===== src/rtl/seg_unit_ovr.sv =====
// rtl/seg_unit_ovr.sv - 8086 segment registers with override latch, SS interrupt shadow and registered address generation
//
// Ports:
//   clk, rst        : clock; synchronous active-high reset
//   seg_wr_*        : segment register write (sel 00=ES 01=CS 10=SS 11=DS)
//   ovr_valid/sel   : segment-override prefix decoded this cycle
//   instr_done      : current instruction retires (one-cycle pulse)
//   ea_*            : address request (default segment, override bypass, offset)
//   cs/ds/ss/es     : register contents
//   ovr_active      : an override prefix is latched
//   int_inhibit     : interrupts must not be accepted (SS-write shadow)
//   ea_valid/addr/seg_used : registered result, one cycle after ea_req

module seg_unit_ovr #(
  parameter int               SEG_W    = 16,
  parameter int               OFF_W    = 16,
  parameter int               ADDR_W   = 20,
  parameter int               SHIFT    = 4,
  parameter logic [SEG_W-1:0] CS_RESET = 16'hFFFF
) (
  input  logic              clk,
  input  logic              rst,
  input  logic              seg_wr_en,
  input  logic [1:0]        seg_wr_sel,
  input  logic [SEG_W-1:0]  seg_wr_data,
  input  logic              ovr_valid,
  input  logic [1:0]        ovr_sel,
  input  logic              instr_done,
  input  logic              ea_req,
  input  logic [1:0]        ea_default_sel,
  input  logic              ea_no_ovr,
  input  logic [OFF_W-1:0]  ea_offset,
  output logic [SEG_W-1:0]  cs,
  output logic [SEG_W-1:0]  ds,
  output logic [SEG_W-1:0]  ss,
  output logic [SEG_W-1:0]  es,
  output logic              ovr_active,
  output logic              int_inhibit,
  output logic              ea_valid,
  output logic [ADDR_W-1:0] ea_addr,
  output logic [1:0]        ea_seg_used
);

  localparam logic [1:0] SEL_ES = 2'b00;
  localparam logic [1:0] SEL_CS = 2'b01;
  localparam logic [1:0] SEL_SS = 2'b10;

  typedef enum logic [1:0] {
    INH_IDLE  = 2'd0,
    INH_ARMED = 2'd1,
    INH_HOLD  = 2'd2
  } inh_state_e;

  logic [SEG_W-1:0]  cs_q, cs_d, ds_q, ds_d, ss_q, ss_d, es_q, es_d;
  logic              ovr_active_q, ovr_active_d;
  logic [1:0]        ovr_sel_q, ovr_sel_d;
  inh_state_e        inh_q, inh_d;
  logic              ea_valid_q, ea_valid_d;
  logic [ADDR_W-1:0] ea_addr_q, ea_addr_d;
  logic [1:0]        ea_seg_q, ea_seg_d;

  logic [1:0]        seg_sel;
  logic [SEG_W-1:0]  seg_reg;
  logic [SEG_W-1:0]  seg_eff;
  logic              ss_wr;

  assign ss_wr = seg_wr_en && (seg_wr_sel == SEL_SS);

  // Register file writes
  always_comb begin
    cs_d = cs_q;
    ds_d = ds_q;
    ss_d = ss_q;
    es_d = es_q;
    if (seg_wr_en) begin
      case (seg_wr_sel)
        SEL_ES:  es_d = seg_wr_data;
        SEL_CS:  cs_d = seg_wr_data;
        SEL_SS:  ss_d = seg_wr_data;
        default: ds_d = seg_wr_data;
      endcase
    end
  end

  // Override latch: a new prefix wins over instr_done because it belongs
  // to the instruction that starts after the retiring one.
  always_comb begin
    ovr_active_d = ovr_active_q;
    ovr_sel_d    = ovr_sel_q;
    if (ovr_valid) begin
      ovr_active_d = 1'b1;
      ovr_sel_d    = ovr_sel;
    end else if (instr_done) begin
      ovr_active_d = 1'b0;
    end
  end

  // Address generation. The override used is the one already latched, so a
  // prefix arriving with the request does not affect it.
  always_comb begin
    seg_sel = (ovr_active_q && !ea_no_ovr) ? ovr_sel_q : ea_default_sel;
    case (seg_sel)
      SEL_ES:  seg_reg = es_q;
      SEL_CS:  seg_reg = cs_q;
      SEL_SS:  seg_reg = ss_q;
      default: seg_reg = ds_q;
    endcase
    // Same-cycle write to the chosen segment is forwarded
    seg_eff = (seg_wr_en && (seg_wr_sel == seg_sel)) ? seg_wr_data : seg_reg;

    ea_valid_d = ea_req;
    ea_addr_d  = ea_addr_q;
    ea_seg_d   = ea_seg_q;
    if (ea_req) begin
      // ADDR_W-wide arithmetic wraps the sum naturally
      ea_addr_d = (ADDR_W'(seg_eff) << SHIFT) + ADDR_W'(ea_offset);
      ea_seg_d  = seg_sel;
    end
  end

  // Interrupt shadow FSM: ARMED waits for the SS-writing instruction to
  // retire, HOLD covers the instruction after it.
  always_comb begin
    inh_d = inh_q;
    if (ss_wr) begin
      inh_d = instr_done ? INH_HOLD : INH_ARMED;
    end else begin
      case (inh_q)
        INH_ARMED: if (instr_done) inh_d = INH_HOLD;
        INH_HOLD:  if (instr_done) inh_d = INH_IDLE;
        default:   inh_d = INH_IDLE;
      endcase
    end
  end

  always_ff @(posedge clk) begin
    if (rst) begin
      cs_q         <= CS_RESET;
      ds_q         <= '0;
      ss_q         <= '0;
      es_q         <= '0;
      ovr_active_q <= 1'b0;
      ovr_sel_q    <= 2'b00;
      inh_q        <= INH_IDLE;
      ea_valid_q   <= 1'b0;
      ea_addr_q    <= '0;
      ea_seg_q     <= 2'b00;
    end else begin
      cs_q         <= cs_d;
      ds_q         <= ds_d;
      ss_q         <= ss_d;
      es_q         <= es_d;
      ovr_active_q <= ovr_active_d;
      ovr_sel_q    <= ovr_sel_d;
      inh_q        <= inh_d;
      ea_valid_q   <= ea_valid_d;
      ea_addr_q    <= ea_addr_d;
      ea_seg_q     <= ea_seg_d;
    end
  end

  assign cs          = cs_q;
  assign ds          = ds_q;
  assign ss          = ss_q;
  assign es          = es_q;
  assign ovr_active  = ovr_active_q;
  assign int_inhibit = (inh_q != INH_IDLE);
  assign ea_valid    = ea_valid_q;
  assign ea_addr     = ea_addr_q;
  assign ea_seg_used = ea_seg_q;

endmodule


===== config.mk =====
export PLATFORM = sky130hd
export DESIGN_NAME = seg_unit_ovr
export DESIGN_NICKNAME = d
export VERILOG_FILES = /design/src/rtl/seg_unit_ovr.sv
export SDC_FILE = /design/constraint.sdc
export NUM_CORES = 1
export LEC_CHECK = 0
export CAP_MARGIN = 20
export CORE_AREA = 2 2 106 108
export CTS_CLUSTER_DIAMETER = 150
export DETAILED_ROUTE_END_ITERATION = 12
export DIE_AREA = 0 0 108 110
export PLACE_DENSITY = 0.77
export SLEW_MARGIN = 20
export SYNTH_ARGS = -nofsm -noshare
export SYNTH_HDL_FRONTEND = slang
export SYNTH_SLANG_ARGS = --single-unit

===== constraint.sdc =====
create_clock -name clk -period 5.1 [get_ports clk]
set_input_delay 1.53 -clock clk [delete_from_list [all_inputs] [get_ports clk]]
set_output_delay 1.53 -clock clk [all_outputs]
set_load 0.02 [all_outputs]

==> flow_summary_export.csv, run 1 <==
group,metric,value,unit
outcome,status,"complete, no violations",
worst_setup_path,critPathTopFamily,"buffers and inverters",
timing,max_slew.worst_pin.slew,0.905,ns
hold_path,hold_path.class,"register to register",
grt,grt_pass1_vias,4412,
synthesis,syn-mean-instance-area,8.72,um^2
synthesis,synth_cells,514,
timing,skew,0.0132,ns
worst_setup_path,cp_num_buf_inv,4,
clocking,cts_buffer_depth,2,
grt,grt_pass1_wl,22200,um
die,rows,38,
worst_setup_path,arrival,5.12,ns
routing,via_per_inst,5.48,
clocking,postCtsHoldBufs,0,
power_and_ir_drop,pwr-share-seq,0.436,
routing,ant_nets,0,
place,placed_area,6120,um^2
worst_setup_path,critPathKind,"input pin to register",
die,chipWidth,108,um
die,die_h,110,um
cells_and_area,syn2layout_area_growth,41.8,%
power_and_ir_drop,comb_power_share,0.285,
die,die-area,11900,um^2
clocking,root_buffer,"clkbuf_8",
timing,finalCritPeriodShare,0.952,
timing,final_hold_viol_count,0,
clocking,cts_tree,"yes",
clocking,cts_sinks,92,
place,numPortBuffers,133,
cells_and_area,post-route-util,0.594,
synthesis,ys_ff_latch,92,
flow_run,cap_violations,0,
cells_and_area,layout_common_cells,"clkdlybuf4s50_1, nand2_1, dfxtp_1",
cells_and_area,diodes,0,
worst_setup_path,cp_common_cell,"buf_4",
routing,routedWlPerCell,17.7,um
worst_setup_path,cp_slowest_cell,"clkdlybuf4s50_1",
worst_setup_path,crit_fanout,8,
power_and_ir_drop,power,0.00181,W
worst_setup_path,slowest_delay,0.45,ns
worst_setup_path,cp_cell_sequence,"clkdlybuf4s50_1, nand2b_4, buf_4, mux2i_2, buf_4, buf_4, mux4_2, mux2_2, ha_1, and3_1, nand3_1, a21oi_2, nor2_2, a21o_1, o41a_1, o41ai_1",
place,gp_congestion,0.872,
power_and_ir_drop,p_leak,2.52,nW
timing,post-route-min-period,4.85,ns
power_and_ir_drop,switchingPower,0.000562,W
worst_setup_path,endpoint_kind,"register",
cells_and_area,fillers,933,
grt,overflow,0,
power_and_ir_drop,p_clk_frac,0.280,
timing,max_slew_margin,0.395,
routing,drt_iter0_markers,299,
timing,fin_hold_ws,0.485,ns
worst_setup_path,critPathLaunchType,"input pin",
synthesis,ys_seq_area_frac,0.411,
routing,route.detailed.drc,0,
clocking,clk_pin_slew,0.10,ns
synthesis,synth_edf_count,0,
clocking,cts_buffers,9,
die,io_pins,134,
timing,fin_ws,0.246,ns
worst_setup_path,required,5.36,ns
grt,grt_start_max_net_pins,66,
synthesis,ys.warnings.count,0,
timing,max_freq,206,MHz
cells_and_area,final_nets,720,
die,coreArea,10700,um^2
cells_and_area,mostFrequentLayoutCell,"clkdlybuf4s50_1",
grt,antenna_found_initial,0,
cells_and_area,multi_input_area,2500,um^2
routing,routed_wl,14300,um
routing,drt-pass1-iter-count,5,
power_and_ir_drop,vdd_ir_drop_max,0.141,mV
timing,setup_viol,0,
synthesis,ys.flop_type,"dfxtp_1",
clocking,ctsHtreeMaxLevel,3,
cells_and_area,regArea,1840,um^2
synthesis,synth_nets,573,
power_and_ir_drop,powerDensity,285,nW/um^2
timing,slew_violations,0,
place,place_hpwl,10400,um
power_and_ir_drop,power.internal,0.00125,W
routing,num_vias,4416,
grt,track_usage,0.242,
place,dp_slack,-0.198,ns
cells_and_area,final_area,6360,um^2
die,start_util,0.419,
synthesis,async_flop_share,0,
power_and_ir_drop,swShare,0.310,
synthesis,synthDistinctLibCells,47,
timing,rsz0062_at_grt,"false",
synthesis,syn_area,4480,um^2
cells_and_area,final_layout_size_suffix_gt1_frac,0.132,
clocking,clk_latency,0.37,ns
## timing repair
| item | CTS | global route |
|---|---|---|
| resized for setup | 0 | 4 |
| buffers inserted | 0 | 1 |
| endpoints found under the setup margin | 0 | 4 |
## tightest hold or removal path: stages, from the launching register on
cell     delay (ns)
dfxtp_1        0.34
nand2_1        0.06
a21oi_1        0.05
## metal layers
layer  GRT usage  part of all wire
met5           0                 0
met2       0.403              0.49
met4      0.0659             0.015
met3      0.0470             0.074
met1       0.323              0.42
## kinds of logic (layout without fill, tap and decap cells)
kind of cell / count (synthesis) / after routing / share of synthesized area
simple gates: 214 / 214 / 0.211
fa+ha+maj: 14 / 14 / 0.0408
xor+xnor: 11 / 11 / 0.0215
compound gates: 105 / 105 / 0.143
flops: 92 / 92 / 0.411
buf+inv: 37 / 189 / 0.0335
mux: 41 / 41 / 0.140
## final cells by class
cell class	instances	share of cell area
inverters	5	0.00295
flip-flops and latches	92	0.290
clock inverters	6	0.0112
well taps	140	0.0276
clock buffers	10	0.0201
repair buffers	168	0.254
multi-input cells	385	0.394
## per-stage QoR
step,std cells,setup TNS [ns]
floorplan,514,0
global placement,789,-0.105
detailed placement,789,-0.791
CTS,805,0
global route,806,0
finish,806,0
## path summary, 6_finish.rpt
path / slack (ns) / endpoint / cells after the start / startpoint
max: 0.25 / ea_addr[19] / 16 / ea_no_ovr
min: 0.48 / es[12] / 2 / es[12]
max reg2reg: 1.52 / ea_addr[19] / 15 / ovr_active
min reg2reg: 0.48 / es[12] / 2 / es[12]
## synthesized netlist by cell type (all sizes together), types with 2 or more instances
master  instances  area share
mux2           12       0.030
nor2           45       0.038
o21bai          4      0.0067
nand3b         16       0.027
nor2b           2      0.0028
ha             13       0.036
nor3            7      0.0078
mux2i          14       0.034
inv             4      0.0033
o21ai           7      0.0078
nand2         127        0.11
nor3b           3      0.0075
a21oi          61       0.068
clkbuf         18       0.015
mux4           15       0.075
xor2            4      0.0078
a22o            2      0.0039
dfxtp          92        0.41
and3b           2      0.0039
nand3           5      0.0056
buf            14       0.014
a41oi           2      0.0039
a21o           10       0.017
xnor2           7       0.014
and3            2      0.0028
a211oi          8       0.015
o21a            3      0.0050
## state kept, by name, indices dropped and copies added (netlist names)
signal,flops
ea_addr,20
ovr_active,1
ea_valid,1
cs,16
inh_q,2
es,16
ovr_sel_q,2
ds,16
ea_seg_used,2
ss,16
## power groups by stage
stage / clock network, W / registers, W / logic [W]
final: 0.000507 / 0.000789 / 0.000516
after floorplan: 0 / 0.000846 / 0.000243
after global placement: 0 / 0.000804 / 0.000494
after CTS: 0.000511 / 0.000789 / 0.000509
after detailed placement: 0 / 0.000805 / 0.000506
after global routing: 0.000547 / 0.000794 / 0.000557
Power figures use the tool's default switching activity.
==> inputs of run 2 (changes only) <==
--- a/config.mk
+++ b/config.mk
@@ -5,12 +5,13 @@
 export SDC_FILE = /design/constraint.sdc
 export NUM_CORES = 1
 export LEC_CHECK = 0
+export ABC_CLOCK_PERIOD_IN_PS = 5100
 export CAP_MARGIN = 20
 export CORE_AREA = 2 2 106 108
 export CTS_CLUSTER_DIAMETER = 150
 export DETAILED_ROUTE_END_ITERATION = 12
 export DIE_AREA = 0 0 108 110
-export PLACE_DENSITY = 0.77
+export PLACE_DENSITY_LB_ADDON = 0.3
 export SLEW_MARGIN = 20
 export SYNTH_ARGS = -nofsm -noshare
 export SYNTH_HDL_FRONTEND = slang
==> flow_summary_export.csv, run 2 (synthesis results as in run 1) <==
group,metric,value,unit
outcome,status,"complete, no violations",
timing,slew_violations,0,
timing,rsz0062_at_grt,"false",
clocking,cts_sinks,92,
cells_and_area,diodes,0,
worst_setup_path,endpoint_kind,"register",
cells_and_area,final_layout_size_suffix_gt1_frac,0.122,
clocking,clk_latency,0.36,ns
worst_setup_path,crit_fanout,5,
timing,setup_viol,0,
hold_path,hold_path.class,"register to register",
grt,antenna_found_initial,0,
worst_setup_path,r2r_cells,13,
die,die_h,110,um
timing,final_hold_viol_count,0,
power_and_ir_drop,p_leak,2.49,nW
hold_path,min_path_cells,2,
clocking,clk_pin_slew,0.09,ns
worst_setup_path,arrival,5.22,ns
power_and_ir_drop,power.internal,0.00130,W
cells_and_area,multi_input_area,2500,um^2
place,gp_congestion,0.903,
clocking,cts-resized-gates,0,
die,rows,38,
clocking,cts_buffers,9,
clocking,postCtsHoldBufs,0,
cells_and_area,mostFrequentLayoutCell,"clkdlybuf4s50_1",
worst_setup_path,critPathLaunchType,"input pin",
routing,drt_iter0_markers,245,
routing,num_vias,4307,
cells_and_area,layout_common_cells,"clkdlybuf4s50_1, nand2_1, dfxtp_1",
cells_and_area,regArea,1840,um^2
die,chipWidth,108,um
clocking,post-cts-setup-buffer-count,0,
clocking,root_buffer,"clkbuf_8",
die,coreArea,10700,um^2
cells_and_area,layout.cells.non_filler,802,
timing,skew,0.0104,ns
timing,max_slew_margin,0.344,
timing,max_slew.worst_pin.slew,0.985,ns
power_and_ir_drop,switchingPower,0.000540,W
routing,route.detailed.drc,0,
cells_and_area,largest_reg_flops,20,
grt,track_usage,0.240,
place,dp_cells,786,
routing,routedWlPerCell,17.5,um
worst_setup_path,critPathKind,"input pin to register",
cells_and_area,fillers,986,
grt,grt_start_max_net_pins,57,
routing,via_per_inst,5.37,
die,start_util,0.419,
place,place_hpwl,10300,um
timing,finalCritPeriodShare,0.974,
power_and_ir_drop,p_clk_frac,0.294,
grt,grt_pass1_wl,22000,um
clocking,ctsHtreeMaxLevel,3,
flow_run,cap_violations,0,
grt,overflow,0,
routing,drt-pass1-iter-count,5,
routing,ant_nets,0,
power_and_ir_drop,comb_power_share,0.277,
worst_setup_path,required,5.35,ns
timing,max_freq,201,MHz
timing,fin_hold_ws,0.477,ns
grt,grt_pass1_vias,4249,
place,numPortBuffers,133,
clocking,cts_buffer_depth,2,
cells_and_area,final_nets,716,
power_and_ir_drop,swShare,0.294,
die,io_pins,134,
power_and_ir_drop,vdd_ir_drop_max,0.162,mV
clocking,cts_tree,"yes",
routing,routed_wl,14000,um
power_and_ir_drop,pwr-share-seq,0.429,
cells_and_area,syn2layout_area_growth,40.8,%
power_and_ir_drop,powerDensity,292,nW/um^2
timing,post-route-min-period,4.97,ns
die,die-area,11900,um^2
==> run 2: cell count changes in the layout (fill, tap and decap cells not counted), sizes merged <==
cell	before	now
buf	36	32
clkbuf	10	12
inv	6	4
bufinv	1	2
clkinv	3	2
==> run 2: worst max-delay path, stage by stage <==
cell and delay [ns]:
clkdlybuf4s50_1 0.46, nand2b_4 0.15, mux2i_4 0.35, buf_4 0.20
mux4_2 0.49, mux2_2 0.28, ha_1 0.30, a21o_1 0.17
a21oi_1 0.28, a21oi_1 0.15, nor2_1 0.23, a211oi_2 0.12
nor4b_1 0.17, o41ai_1 0.33
==> run 2: metal layers <==
| metal | routed length [um] | vias up | GRT usage |
|---|---|---|---|
| met5 | 0 | - | 0 |
| met4 | 231 | 0 | 0.0962 |
| met3 | 907 | 18 | 0.0376 |
| met2 | 6940 | 153 | 0.402 |
| met1 | 5950 | 2060 | 0.312 |
| li1 | - | 2076 | - |
==> run 2: path summary, 6_finish.rpt <==
path / start / endpoint / slack, ns
setup / recovery: ea_no_ovr / ea_addr[19] / 0.13
setup reg to reg: ovr_active / ea_addr[19] / 1.44
hold / removal: es[10] / es[10] / 0.48
hold reg to reg: es[10] / es[10] / 0.48
==> run 2: cell type report <==
type	count	share of cell area
clock inverters	4	0.0115
well taps	140	0.0278
clock buffers	12	0.0230
flip-flops and latches	92	0.292
inverters	5	0.00297
repair buffers	164	0.247
multi-input cells	385	0.396
==> run 2: power by group through the flow <==
| stage | Combinational, W | Sequential [W] | Clock [W] |
|---|---|---|---|
| finish | 0.000510 | 0.000789 | 0.000542 |
| global route | 0.000547 | 0.000793 | 0.000574 |
| CTS | 0.000507 | 0.000788 | 0.000552 |
| detailed placement | 0.000503 | 0.000805 | 0 |
| global placement | 0.000494 | 0.000805 | 0 |
| floorplan | 0.000243 | 0.000846 | 0 |
==> run 2: stage by stage <==
step | total power [W] | utilization | instance area [um^2] | setup slack, ns | TNS (ns)
6_report | 0.00184 | 0.590 | 6310 | 0.134 | 0
5_1_grt | 0.00191 | 0.590 | 6310 | 0.00271 | 0
4_1_cts | 0.00185 | 0.589 | 6310 | 0.143 | 0
3_5_place_dp | 0.00131 | 0.569 | 6090 | -0.215 | -1.02
3_3_place_gp | 0.00130 | 0.569 | 6090 | -0.168 | -0.572
2_1_floorplan | 0.00109 | - | 4480 | 0.0789 | 0
==> inputs of run 3 (changes only) <==
--- a/config.mk
+++ b/config.mk
@@ -11,6 +11,7 @@
 export CTS_CLUSTER_DIAMETER = 150
 export DETAILED_ROUTE_END_ITERATION = 12
 export DIE_AREA = 0 0 108 110
+export HOLD_SLACK_MARGIN = 0.12
 export PLACE_DENSITY_LB_ADDON = 0.3
 export SLEW_MARGIN = 20
 export SYNTH_ARGS = -nofsm -noshare
==> results of run 3 <==
No change in the layout: final DEF, timing and power equal those of run 2.
